--- src/rtl/cmd_pkg.sv ---
// cmd_pkg: command/status codes, dispatcher states and a frame packing helper.
package cmd_pkg;
    localparam logic [7:0] CMD_W  = 8'h77;
    localparam logic [7:0] CMD_R  = 8'h72;
    localparam logic [7:0] CMD_S  = 8'h73;
    localparam logic [7:0] CMD_C  = 8'h63;
    localparam logic [7:0] CMD_P  = 8'h70;
    localparam logic [7:0] STAT_K = 8'h6B;
    localparam logic [7:0] STAT_E = 8'h65;
    localparam logic [7:0] STAT_T = 8'h74;
    typedef enum logic [2:0] {IDLE, ISSUE_W, ISSUE_R, WAIT_R, ISSUE_RMW, RESP} state_t;
    function automatic logic [47:0] pack_frame(input logic [7:0] hd, input logic [7:0] addr,
                                               input logic [31:0] value);
        return {hd, addr, value};
    endfunction
endpackage

--- src/rtl/rise_detect.sv ---
// rise_detect: registered rising-edge detector.
module rise_detect (
    input  logic clk,
    input  logic i_reset,
    input  logic i_sig,
    output logic o_rise
);
    logic prev;
    always_ff @(posedge clk) prev <= i_reset ? 1'b0 : i_sig;
    assign o_rise = i_sig & ~prev;
endmodule

--- src/rtl/cmd_dispatcher.sv ---
// cmd_dispatcher: decodes {cmd, addr, value} frames into register-bus strobes
// and returns one {status, addr, value} response per accepted command.
module cmd_dispatcher
    import cmd_pkg::*;
#(
    parameter int WORD_WIDTH     = 8,
    parameter int VALUE_WORDS    = 4,
    parameter int TIMEOUT_CYCLES = 255,
    parameter int DROP_CNT_WIDTH = 8
) (
    input  logic                                  clk,
    input  logic                                  i_reset,
    input  logic [(VALUE_WORDS+2)*WORD_WIDTH-1:0] i_data,
    input  logic                                  i_dv,
    output logic                                  o_w_en,
    output logic                                  o_r_en,
    output logic [WORD_WIDTH-1:0]                 o_addr,
    output logic [VALUE_WORDS*WORD_WIDTH-1:0]     o_value,
    input  logic [VALUE_WORDS*WORD_WIDTH-1:0]     i_r_data,
    input  logic                                  i_r_valid,
    output logic [(VALUE_WORDS+2)*WORD_WIDTH-1:0] o_resp_data,
    output logic                                  o_resp_valid,
    input  logic                                  i_resp_ready,
    output logic                                  o_busy,
    output logic                                  o_drop,
    output logic [DROP_CNT_WIDTH-1:0]             o_drop_count
);
    localparam int VW = VALUE_WORDS * WORD_WIDTH;
    localparam int FW = VW + 2 * WORD_WIDTH;
    localparam int CW = $clog2(TIMEOUT_CYCLES + 1);
    localparam logic [WORD_WIDTH-1:0] C_W = WORD_WIDTH'(CMD_W);
    localparam logic [WORD_WIDTH-1:0] C_R = WORD_WIDTH'(CMD_R);
    localparam logic [WORD_WIDTH-1:0] C_S = WORD_WIDTH'(CMD_S);
    localparam logic [WORD_WIDTH-1:0] C_C = WORD_WIDTH'(CMD_C);
    localparam logic [WORD_WIDTH-1:0] C_P = WORD_WIDTH'(CMD_P);
    localparam logic [WORD_WIDTH-1:0] S_K = WORD_WIDTH'(STAT_K);
    localparam logic [WORD_WIDTH-1:0] S_E = WORD_WIDTH'(STAT_E);
    localparam logic [WORD_WIDTH-1:0] S_T = WORD_WIDTH'(STAT_T);

    state_t state, state_n;
    logic rise, reading, rd_hit, rd_timeout, known, busy_rise;
    logic [WORD_WIDTH-1:0] cmd, f_cmd, f_addr;
    logic [VW-1:0] val, f_val, rd_val;
    logic [CW-1:0] cnt;

    rise_detect u_rise (.clk(clk), .i_reset(i_reset), .i_sig(i_dv), .o_rise(rise));

    assign f_cmd  = i_data[FW-1 -: WORD_WIDTH];
    assign f_addr = i_data[VW +: WORD_WIDTH];
    assign f_val  = i_data[VW-1:0];
    assign known  = f_cmd == C_W || f_cmd == C_R || f_cmd == C_S || f_cmd == C_C || f_cmd == C_P;
    assign reading    = state == ISSUE_R || state == WAIT_R;
    assign rd_hit     = reading && i_r_valid;
    assign rd_timeout = reading && !i_r_valid && cnt == CW'(TIMEOUT_CYCLES - 1);
    assign rd_val     = cmd == C_S ? i_r_data | val : cmd == C_C ? i_r_data & ~val : i_r_data;
    assign busy_rise  = rise && state != IDLE;

    assign o_w_en       = state == ISSUE_W || state == ISSUE_RMW;
    assign o_r_en       = state == ISSUE_R;
    assign o_resp_valid = state == RESP;
    assign o_busy       = state != IDLE;

    always_ff @(posedge clk) state <= i_reset ? IDLE : state_n;

    always_comb begin
        state_n = state;
        case (state)
            IDLE:              if (rise) state_n = f_cmd == C_W ? ISSUE_W :
                                   (f_cmd == C_R || f_cmd == C_S || f_cmd == C_C) ? ISSUE_R : RESP;
            ISSUE_W, ISSUE_RMW: state_n = RESP;
            ISSUE_R, WAIT_R:   state_n = rd_hit ? (cmd == C_R ? RESP : ISSUE_RMW) :
                                   rd_timeout ? RESP : WAIT_R;
            RESP:              if (i_resp_ready) state_n = IDLE;
            default:           state_n = IDLE;
        endcase
    end

    always_ff @(posedge clk) begin
        if (i_reset) begin
            cmd          <= '0;
            val          <= '0;
            cnt          <= '0;
            o_addr       <= '0;
            o_value      <= '0;
            o_resp_data  <= '0;
            o_drop       <= 1'b0;
            o_drop_count <= '0;
        end else begin
            o_drop <= busy_rise;
            if (busy_rise && !(&o_drop_count)) o_drop_count <= o_drop_count + 1'b1;
            if (state == IDLE && rise) begin
                cmd         <= f_cmd;
                val         <= f_val;
                cnt         <= '0;
                o_addr      <= f_addr;
                o_value     <= f_val;
                o_resp_data <= {known ? S_K : S_E, f_addr, f_val};
            end
            if (reading && !i_r_valid) cnt <= cnt + 1'b1;
            // read data is registered on the sampling edge; RMW result doubles as write data
            if (rd_hit) begin
                if (cmd != C_R) o_value <= rd_val;
                o_resp_data <= {S_K, o_addr, rd_val};
            end
            if (rd_timeout) o_resp_data <= {S_T, o_addr, VW'(0)};
        end
    end
endmodule

--- config.mk ---
export PLATFORM = sky130hd
export DESIGN_NAME = cmd_dispatcher
export DESIGN_NICKNAME = d
export VERILOG_FILES = /design/src/rtl/cmd_pkg.sv /design/src/rtl/rise_detect.sv /design/src/rtl/cmd_dispatcher.sv
export SDC_FILE = /design/constraint.sdc
export NUM_CORES = 1
export LEC_CHECK = 0
export BUFFER_PORTS_ARGS = -buffer_cell sky130_fd_sc_hd__buf_2
export CAP_MARGIN = 20
export CORE_MARGIN = 1.5
export CORE_UTILIZATION = 26
export CTS_CLUSTER_SIZE = 14
export DETAILED_ROUTE_END_ITERATION = 12
export GPL_TIMING_DRIVEN = 0
export PLACE_DENSITY_LB_ADDON = 0.3
export SYNTH_ARGS = -nofsm -noshare
export SYNTH_HDL_FRONTEND = slang
export SYNTH_SLANG_ARGS = --single-unit
--- constraint.sdc ---
create_clock -name clk -period 3.7 [get_ports clk]
set_input_delay 0.185 -clock clk [delete_from_list [all_inputs] [get_ports clk]]
set_output_delay 0.185 -clock clk [all_outputs]
set_load 0.01 [all_outputs]
### Word level (Yosys, flattened, before mapping)

Index checks and enable logic that the tools add are counted.

* word-level logic and storage cells: 80
* output and inout port bits: 101
* bits in registers: 148
* input port bits: 85

* equal/unequal tests: 17
* $add $sub $neg: 2
* reduce and logical (&&, ||, !) cells: 26
* muxes and demuxes: 19
* bitwise gates (word level): 5

Operators with widths (number)
* two-way mux 32 bit: 5
* two-way mux 47 bit: 3
* equality test 8 x 7 -> 1 bit (second input constant): 8
* AND 32 bit: 1
* inverter 32 bit: 1
* bitwise OR 32 bit: 1
* two-way mux 3 bit: 6
* adder 8 x 1 -> 8 bit (second input constant): 2
* two-way mux 8 bit: 2
* one-hot mux 3 bit (4 select lines): 1
* equality test 8 bit (second input constant): 1
* logical OR 1 bit: 8
* inequality test 8 x 7 -> 1 bit (second input constant): 1
* AND reduction 8 bit: 1
* equality test 3 x 2 -> 1 bit (second input constant): 2
* equality test 3 bit (second input constant): 2
* logical AND 1 bit: 6
* nonzero test 3 bit: 2
* OR reduction 2 bit: 3
* two-way mux 4 bit: 1
* nonzero test 2 bit: 2
* equality test 3 x 1 -> 1 bit (second input constant): 1
* zero test 3 bit: 1
* zero test 1 bit: 2
* 6 further kinds: 6

### Logic depth before layout (Yosys ltp)

Gate-level depths: netlist of run 1.

* word-level depth: 9
* gate-level depth with buffers: 7
* mapped depth without buffers: 6

### Cells and area by module

From an unflattened synthesis of run 1, not the netlist that was laid out.

* cell total of the unflattened synthesis: 826
* area, all modules: 6835.3 um^2

By module, submodules not included
* cmd_dispatcher: cells an instance 823, seq. area each 2902.8 um^2, times used 1, area each 6787.8 um^2
* rise_detect: cells an instance 3, seq. area each 20.0 um^2, times used 1, area each 47.5 um^2

### Worst setup path after synthesis of run 1

No wires, ideal clock.

* path kind: register to register
* start: register state[0]
* end: register o_drop_count[0]
* setup slack: 2.114 ns
* required time: 3.577 ns
* clock period less this slack: 1.586 ns
* arrival time: 1.462 ns
* setup time: 0.123 ns
* cell stages (with the launch flop): 8
* path buffers: 2
* cell sequence: dfxtp_1 buf_2 nor3_4 inv_2 buf_4 nand2_1 a21oi_1 mux2_1

* word-level cells in the longest chain between the ends: 3

Ends and longest elaborated chain
* start, declared: line cmd_dispatcher.sv:40 `state_t state, state_n;`
* start signal, assigned: line cmd_dispatcher.sv:63 `always_ff @(posedge clk) state <= i_reset ? IDLE : state_n;`
* nonzero test 3 bit
* named net o_busy: line cmd_dispatcher.sv:24 `output logic o_busy,`
* logical AND 1 bit: line cmd_dispatcher.sv:56 `assign busy_rise = rise && state != IDLE;`
* logical AND 1 bit: line cmd_dispatcher.sv:90 `if (busy_rise && !(&o_drop_count)) o_drop_count <= o_drop_count + 1'b1;`
* end signal, assigned: line cmd_dispatcher.sv:90
* end, declared: line cmd_dispatcher.sv:26 `output logic [DROP_CNT_WIDTH-1:0] o_drop_count`

The timed path passes the listed nets, and every way through them passes these cells.
A chain may end at the register's enable or synchronous reset.

### Final worst setup path of run 1

* start: register state[0]
* end: register o_value[29]

* word-level cells in the longest chain between the ends: 5
* elaborated cells on any way between the ends: 9
* those cells by class: eq/ne: 2; mux: 3; reduce/logical: 4

Ends and longest elaborated chain
* zero test 3 bit: line cmd_dispatcher.sv:91 `if (state == IDLE && rise) begin`
* logical AND 1 bit: line cmd_dispatcher.sv:91
* two-way mux 32 bit: line cmd_dispatcher.sv:91
* two-way mux 32 bit: line cmd_dispatcher.sv:102 `if (cmd != C_R) o_value <= rd_val;`
* two-way mux 32 bit (*): line cmd_dispatcher.sv:101 `if (rd_hit) begin`
* end signal, assigned: line cmd_dispatcher.sv:96 `o_value <= f_val;`
* end signal, assigned: line cmd_dispatcher.sv:102
* end, declared: line cmd_dispatcher.sv:18 `output logic [VALUE_WORDS*WORD_WIDTH-1:0] o_value,`

Mark *: on every way between the ends. The rest lies on a longest branch, timed or not.

==> summary.md, run 1 <==
| Metric | Value |
|---|---|
| CTS resizes | `0` |
| Hold wc startpoint | `i_data[46]` |
| Fin. Hold Viols | `0` |
| Placer congestion estimate | `0.816` |
| Asr flop ratio synth | `0%` |
| Maxcap violations | `0` |
| Synth Warn # | `0` |
| DRT iter0 DRCs | `398` |
| Clk buf depth | `2` |
| Proportion of layout cells with a drive suffix above 1 | `between 20 and 30%` |
| Slowest-stage cell, CP | `nor3_4` |
| Hold crit path type | `in2reg` |
| Pre-CTS WS | `between 1500 and 2000 ps` |
| WL/cell | `around 18 um` |
| Number of detailed-route iterations in the first pass | `7` |
| Largest stage delay on the critical path | `430 ps` |
| EDFF count, synth | `0` |
| Setup Viol. Count Final | `0` |
| Pins Over Slew Limit | `0` |
| Final Total Pwr | `0.00473 W` |
| Main synth FF type | `dfxtp_1` |
| Fin cells | `around 1300` |
| Layout net count | `approximately 1100` |
| Syn avg cell area | `around 8.5 um^2` |
| Worst Max-Slew Pin Slew | `a little under 800 ps` |
| Setup bufs post-CTS | `0` |
| RSZ-0062 raised after global routing | `no` |
| Placed Cells incl. Taps | `1304` |
| I/O pins | `186` |
| Synthesized cell area | `6760 um^2` |
| Worst skew pair latency | `440 ps` |
| Commonest cells in the netlist | `161 x nand2_1, 146 x dfxtp_1, 58 x a21oi_1` |
| Root Buffer | `clkbuf_16` |
| WS Path Type | `reg2reg` |
| Routed Antenna Nets | `0` |
| Synth area leaders | `dfxtp_1 43%, nand2_1 8.9%, mux2i_1 7.3%` |
| Row count | `between 50 and 60` |
| Vias in the first global route | `about 6300` |
| P per Cell Area | `between 500 and 600 nW/um^2` |
| # H-tree levels | `4` |
| Die area | `27000 um^2` |
| CP Buf/Inv Count | `2` |
| CTS clk-pin slew, worst paths | `about 60 ps` |
| Drt via density | `4.91` |
| R2R Path Start | `state[0]$_SDFFE_PP0P_` |
| Arrival time worst endpoint | `2420 ps` |
| Synth cell types | `60` |
| Area of the multi-input gates | `roughly 3400 um^2` |
| Syn nets | `~900` |
| Delay-heaviest family, CP | `simple AND/OR/NAND/NOR gates` |
| Element type at the critical path end | `flip-flop` |
| CP required | `3990 ps` |
| Worst VDD drop | `roughly 0.27 mV` |
| RR Endpoint | `o_value[29]$_SDFF_PP0_` |
| Global-route wire length before repair | `roughly 36000 um` |
| Cts bufs inserted | `17` |
| WL final | `about 24000 um` |
| Hold_buf cts | `2` |
| Reg area | `between 2000 and 3000 um^2` |
| Initial antenna violation count | `8` |
| Initial Util | `between 20% and 30%` |
| Min cycle time layout | `2130 ps` |
| Reg2Reg Depth | `6` |
| Area leader, netlist | `dfxtp_1` |
| Sum Neg Setup Slack | `0 ps` |
| Startpoint Class | `flip-flop` |
| GRT Total Usage | `18.2%` |
| Crit path max fanout | `10` |
| Status | `completed` |
| Cell Chain, Critical Path | `buf_2 > nor3_4 > nand2_1 > clkbuf_1 > mux2i_1 > o22ai_1` |
| Peak Freq | `between 400 and 500 MHz` |
| Worst R2R Setup Slack | `1570 ps` |
| DR vias | `6600` |
| # fillers | `roughly 2700` |
| Remaining Overflow, GRT | `0` |
| WHS Path Cells | `3` |
| Core area | `25300 um^2` |
| Die W | `approximately 160 um` |
| Hold endpoint | `cmd[6]$_SDFFE_PP0P_` |
| Worst hold slack | `between 15 and 20 ps` |
| Clk_skew | `around 15 ps` |
| Share of the synthesized area in the top cell type | `43.2%` |
| Die Span Y | `between 150 and 200 um` |
| Final setup slack of the worst path | `roughly 1600 ps` |
| Area delta synth->final | `29.0%` |
| Most common cell in the netlist | `nand2_1` |
| Pin count of the biggest net entering global routing | `17` |
| DRC viols | `0` |
| Clock tree sinks | `roughly 150` |
| P_leak | `approximately 3.9 nW` |
| CTS tree | `built` |
| Final period utilization | `a little under three fifths` |
| Gate Count Post-Synth | `roughly 790` |
| Slew HR | `~48%` |
| FF+latch count, synth | `146` |
| Port Buf Inserts | `183` |
| Post-DP HPWL | `approximately 17000 um` |
| Sequential cell area fraction in the yosys report | `43.2%` |
## how the worst max path moves through the flow
stage,start,to,cells after the start
global placement,state[0]$_SDFFE_PP0P_,o_value[29]$_SDFF_PP0_,6
floorplan,state[0]$_SDFFE_PP0P_,o_drop_count[0]$_SDFFE_PP0P_,7
global route,state[0]$_SDFFE_PP0P_,cnt[1]$_SDFFE_PP0P_,6
CTS,state[0]$_SDFFE_PP0P_,o_value[29]$_SDFF_PP0_,6
finish,state[0]$_SDFFE_PP0P_,o_value[29]$_SDFF_PP0_,6
detailed placement,state[0]$_SDFFE_PP0P_,o_value[29]$_SDFF_PP0_,6
## worst min-delay path, stage by stage
cell and delay (ps):
buf_2 110, nand2_1 50, a21oi_1 50
## cells by family (layout without fill, tap and decap cells)
logic type	count (synthesis)	after routing	synth area share, %
DFF	146	146	43.2
buffers and inverters	91	308	6.59
adders and majority gates	3	3	0.555
muxes	68	68	10.4
AOI/OAI and AO/OA	197	197	18.6
other	1	7	0.0555
xor gates and xnor gates	3	3	0.389
and+or+nand+nor	282	282	20.1
## stage by stage
step | util, % | area [um^2]
after CTS | 34.4 | 8700
after floorplan | - | 6760
after global routing | 34.4 | 8720
after global placement | 31.9 | 8090
final | 34.4 | 8720
after detailed placement | 31.9 | 8090
## power breakdown
| part | leakage (nW) | switching [W] | total (W) | internal [W] |
|---|---|---|---|---|
| clock | 0.299 | 0.000719 | 0.00177 | 0.00105 |
| combinational | 2.39 | 0.000678 | 0.00109 | 0.000411 |
| sequential | 1.19 | 0.000112 | 0.00187 | 0.00176 |
## final cells by class
cell class	count	area share, %
Antenna cell	6	0.172
Buffer	64	3.95
Clock buffer	21	5.40
Clock inverter	11	1.45
Inverter	27	1.16
Multi-Input combinational cell	554	38.9
Sequential cell	146	33.5
Tap cell	330	4.74
Timing Repair Buffer	185	10.7
## flip-flops by register name, indices dropped and copies added, names as in the netlist
| name | flops |
|---|---|
| state | 3 |
| u_rise.prev | 1 |
| cnt | 8 |
| o_drop | 1 |
| cmd | 8 |
| o_resp_data | 45 |
| val | 32 |
| o_addr | 8 |
| o_value | 32 |
| o_drop_count | 8 |
## cells in the final DEF (no fill, tap or decap), drive strengths merged, types with 21 or more instances in the layout
cell and count:
a21oi 59, inv 29, clkbuf 48, buf 220
nand3 21, o21ai 25, a31oi 57, dfxtp 146
nand2 162, nor2 39, mux2i 49, o22ai 31
## routing by layer
layer,track usage (%),vias up,routed length (um),part of all wire (%)
li1,-,3233,-,-
met1,23.4,3134,11100,46
met2,28.4,194,11100,46
met3,5.13,35,1530,6.3
met4,7.27,4,525,2.2
met5,0,-,25,0.10
(Power assumes the default switching activity.)
==> run 2: changes to the inputs <==
==> constraint.sdc (replaced) <==
create_clock -name clk -period 1.75 [get_ports clk]
set_input_delay 0.0875 -clock clk [delete_from_list [all_inputs] [get_ports clk]]
set_output_delay 0.0875 -clock clk [all_outputs]
set_load 0.01 [all_outputs]
==> summary.md, run 2 (synthesis results as in run 1) <==
| Metric | Value |
|---|---|
| Status | `completed` |
| Peak Freq | `between 500 and 600 MHz` |
| Worst Max-Slew Pin Slew | `756 ps` |
| Port Buf Inserts | `roughly 180` |
| Fin. Hold Viols | `0` |
| Min cycle time layout | `~1700 ps` |
| Proportion of layout cells with a drive suffix above 1 | `31.2%` |
| P_leak | `4.31 nW` |
| Routed Antenna Nets | `0` |
| Hold wc startpoint | `i_r_data[23]` |
| Clock tree sinks | `~150` |
| Top Registers | `o_resp_data (45), o_value (32), val (32)` |
| RR Endpoint | `o_resp_data[29]$_SDFFE_PP0P_` |
| Worst hold slack | `approximately 36 ps` |
| R2R Path Start | `cmd[7]$_SDFFE_PP0P_` |
| Vias in the first global route | `approximately 6600` |
| I/O pins | `between 150 and 200` |
| Element type at the critical path end | `flip-flop` |
| GRT Total Usage | `between 10% and 20%` |
| Util after Layout | `between 30% and 40%` |
| Slew HR | `around 50%` |
| WL final | `approximately 25000 um` |
| Die W | `164 um` |
| Arrival time worst endpoint | `2020 ps` |
| Final Total Pwr | `0.0103 W` |
| Worst setup endpoint | `o_resp_data[29]$_SDFFE_PP0P_` |
| Worst skew pair latency | `430 ps` |
| # H-tree levels | `4` |
| Sum Neg Setup Slack | `0 ps` |
| Hold crit path type | `in2reg` |
| Root Buffer | `clkbuf_16` |
| Max FFs per register | `45` |
| CTS tree | `built` |
| DR vias | `6914` |
| Setup Viol. Count Final | `0` |
| Commonest cells after routing, fill and taps aside | `190 x buf_2, 158 x nand2_1, 140 x dfxtp_1` |
| RSZ-0062 raised after global routing | `yes` |
| Die area | `roughly 27000 um^2` |
| Clk_skew | `~11 ps` |
| WL/cell | `approximately 18 um` |
| Final period utilization | `between 90% and 100%` |
| Initial Util | `between 20% and 30%` |
| Post-DP HPWL | `around 17000 um` |
| Die Span Y | `approximately 160 um` |
| Clk buf depth | `2` |
| Core area | `25300 um^2` |
| Remaining Overflow, GRT | `0` |
| Row count | `58` |
| Maxcap violations | `0` |
| Startpoint Class | `flip-flop` |
| Pins Over Slew Limit | `0` |
| P per Cell Area | `around 1100 nW/um^2` |
| Reg2Reg Depth | `6` |
| Global-route wire length before repair | `~38000 um` |
| Pin count of the biggest net entering global routing | `17` |
| Initial antenna violation count | `2` |
| Commonest non-fill, non-tap cell in the layout | `buf_2` |
| Worst VDD drop | `0.575 mV` |
| Layout net count | `around 1200` |
| Cts bufs inserted | `17` |
| Worst R2R Setup Slack | `40 ps` |
| DRT iter0 DRCs | `approximately 430` |
| Number of detailed-route iterations in the first pass | `5` |
| CP required | `between 2000 and 2500 ps` |
| Placer congestion estimate | `0.816` |
| Biggest register | `o_resp_data` |
| Crit path max fanout | `10` |
| CTS clk-pin slew, worst paths | `60 ps` |
| WS Path Type | `reg2reg` |
| DRC viols | `0` |
| Drt via density | `about 4.9` |
| Setup crit start | `cmd[7]$_SDFFE_PP0P_` |
| Area delta synth->final | `43.0%` |
-- run 2: metal layers --
| layer | track usage [%] | routed length [um] |
|---|---|---|
| met5 | 0 | 0 |
| met2 | 30.3 | 11700 |
| met4 | 7.07 | 607 |
| met3 | 4.52 | 1450 |
| met1 | 23.8 | 11300 |
-- run 2: what timing repair did --
action                                 in CTS  in global routing
gates cloned                                0                  0
setup endpoints to repair                 131                117
hold buffers                               61                  0
endpoints found under the hold margin     120                  0
gates resized for setup                    31                 51
setup buffers                              13                  4
pin swaps                                   3                  4
-- run 2: worst min path at each step --
| stage | endpoint | slack, ps | cells after the start |
|---|---|---|---|
| after floorplan | u_rise.prev$_SDFF_PP0_ | 220 | 1 |
| after global placement | u_rise.prev$_SDFF_PP0_ | 330 | 2 |
| after detailed placement | u_rise.prev$_SDFF_PP0_ | 340 | 2 |
| after CTS | o_value[26]$_SDFF_PP0_ | 10 | 3 |
| after global routing | o_value[26]$_SDFF_PP0_ | 40 | 3 |
| final | o_value[23]$_SDFF_PP0_ | 40 | 3 |
-- run 2: final cells by class --
type	count	area [um^2]
antenna	2	5.00
buffer	62	455
clock buffer	21	470
clock inverter	11	126
fill	2609	15700
inverter	27	101
multi-input combinational	554	3500
sequential	146	2930
tap	330	413
timing repair buffer	261	1670
-- run 2: power breakdown --
part           internal (W)  switching (W)  total, W
Sequential          0.00372       0.000241   0.00396
Combinational       0.00111        0.00151   0.00262
Clock               0.00222        0.00152   0.00375
-- run 2: stage by stage --
| step | instance area (um^2) | instances | worst slack [ps] |
|---|---|---|---|
| 3_5_place_dp | 8090 | 1304 | -379 |
| 3_3_place_gp | 8090 | 1304 | -374 |
| 4_1_cts | 9470 | 1410 | -49.4 |
| 5_1_grt | 9660 | 1414 | -94.4 |
| 2_1_floorplan | 6760 | 791 | 164 |
| 6_report | 9660 | 1414 | 36.2 |
-- run 2: critical path: stages, from the launching register on --
cell,delay (ps)
dfxtp_2,330
nor3b_4,290
buf_4,250
buf_4,230
a31oi_1,120
o21ai_0,240
a31oi_1,130
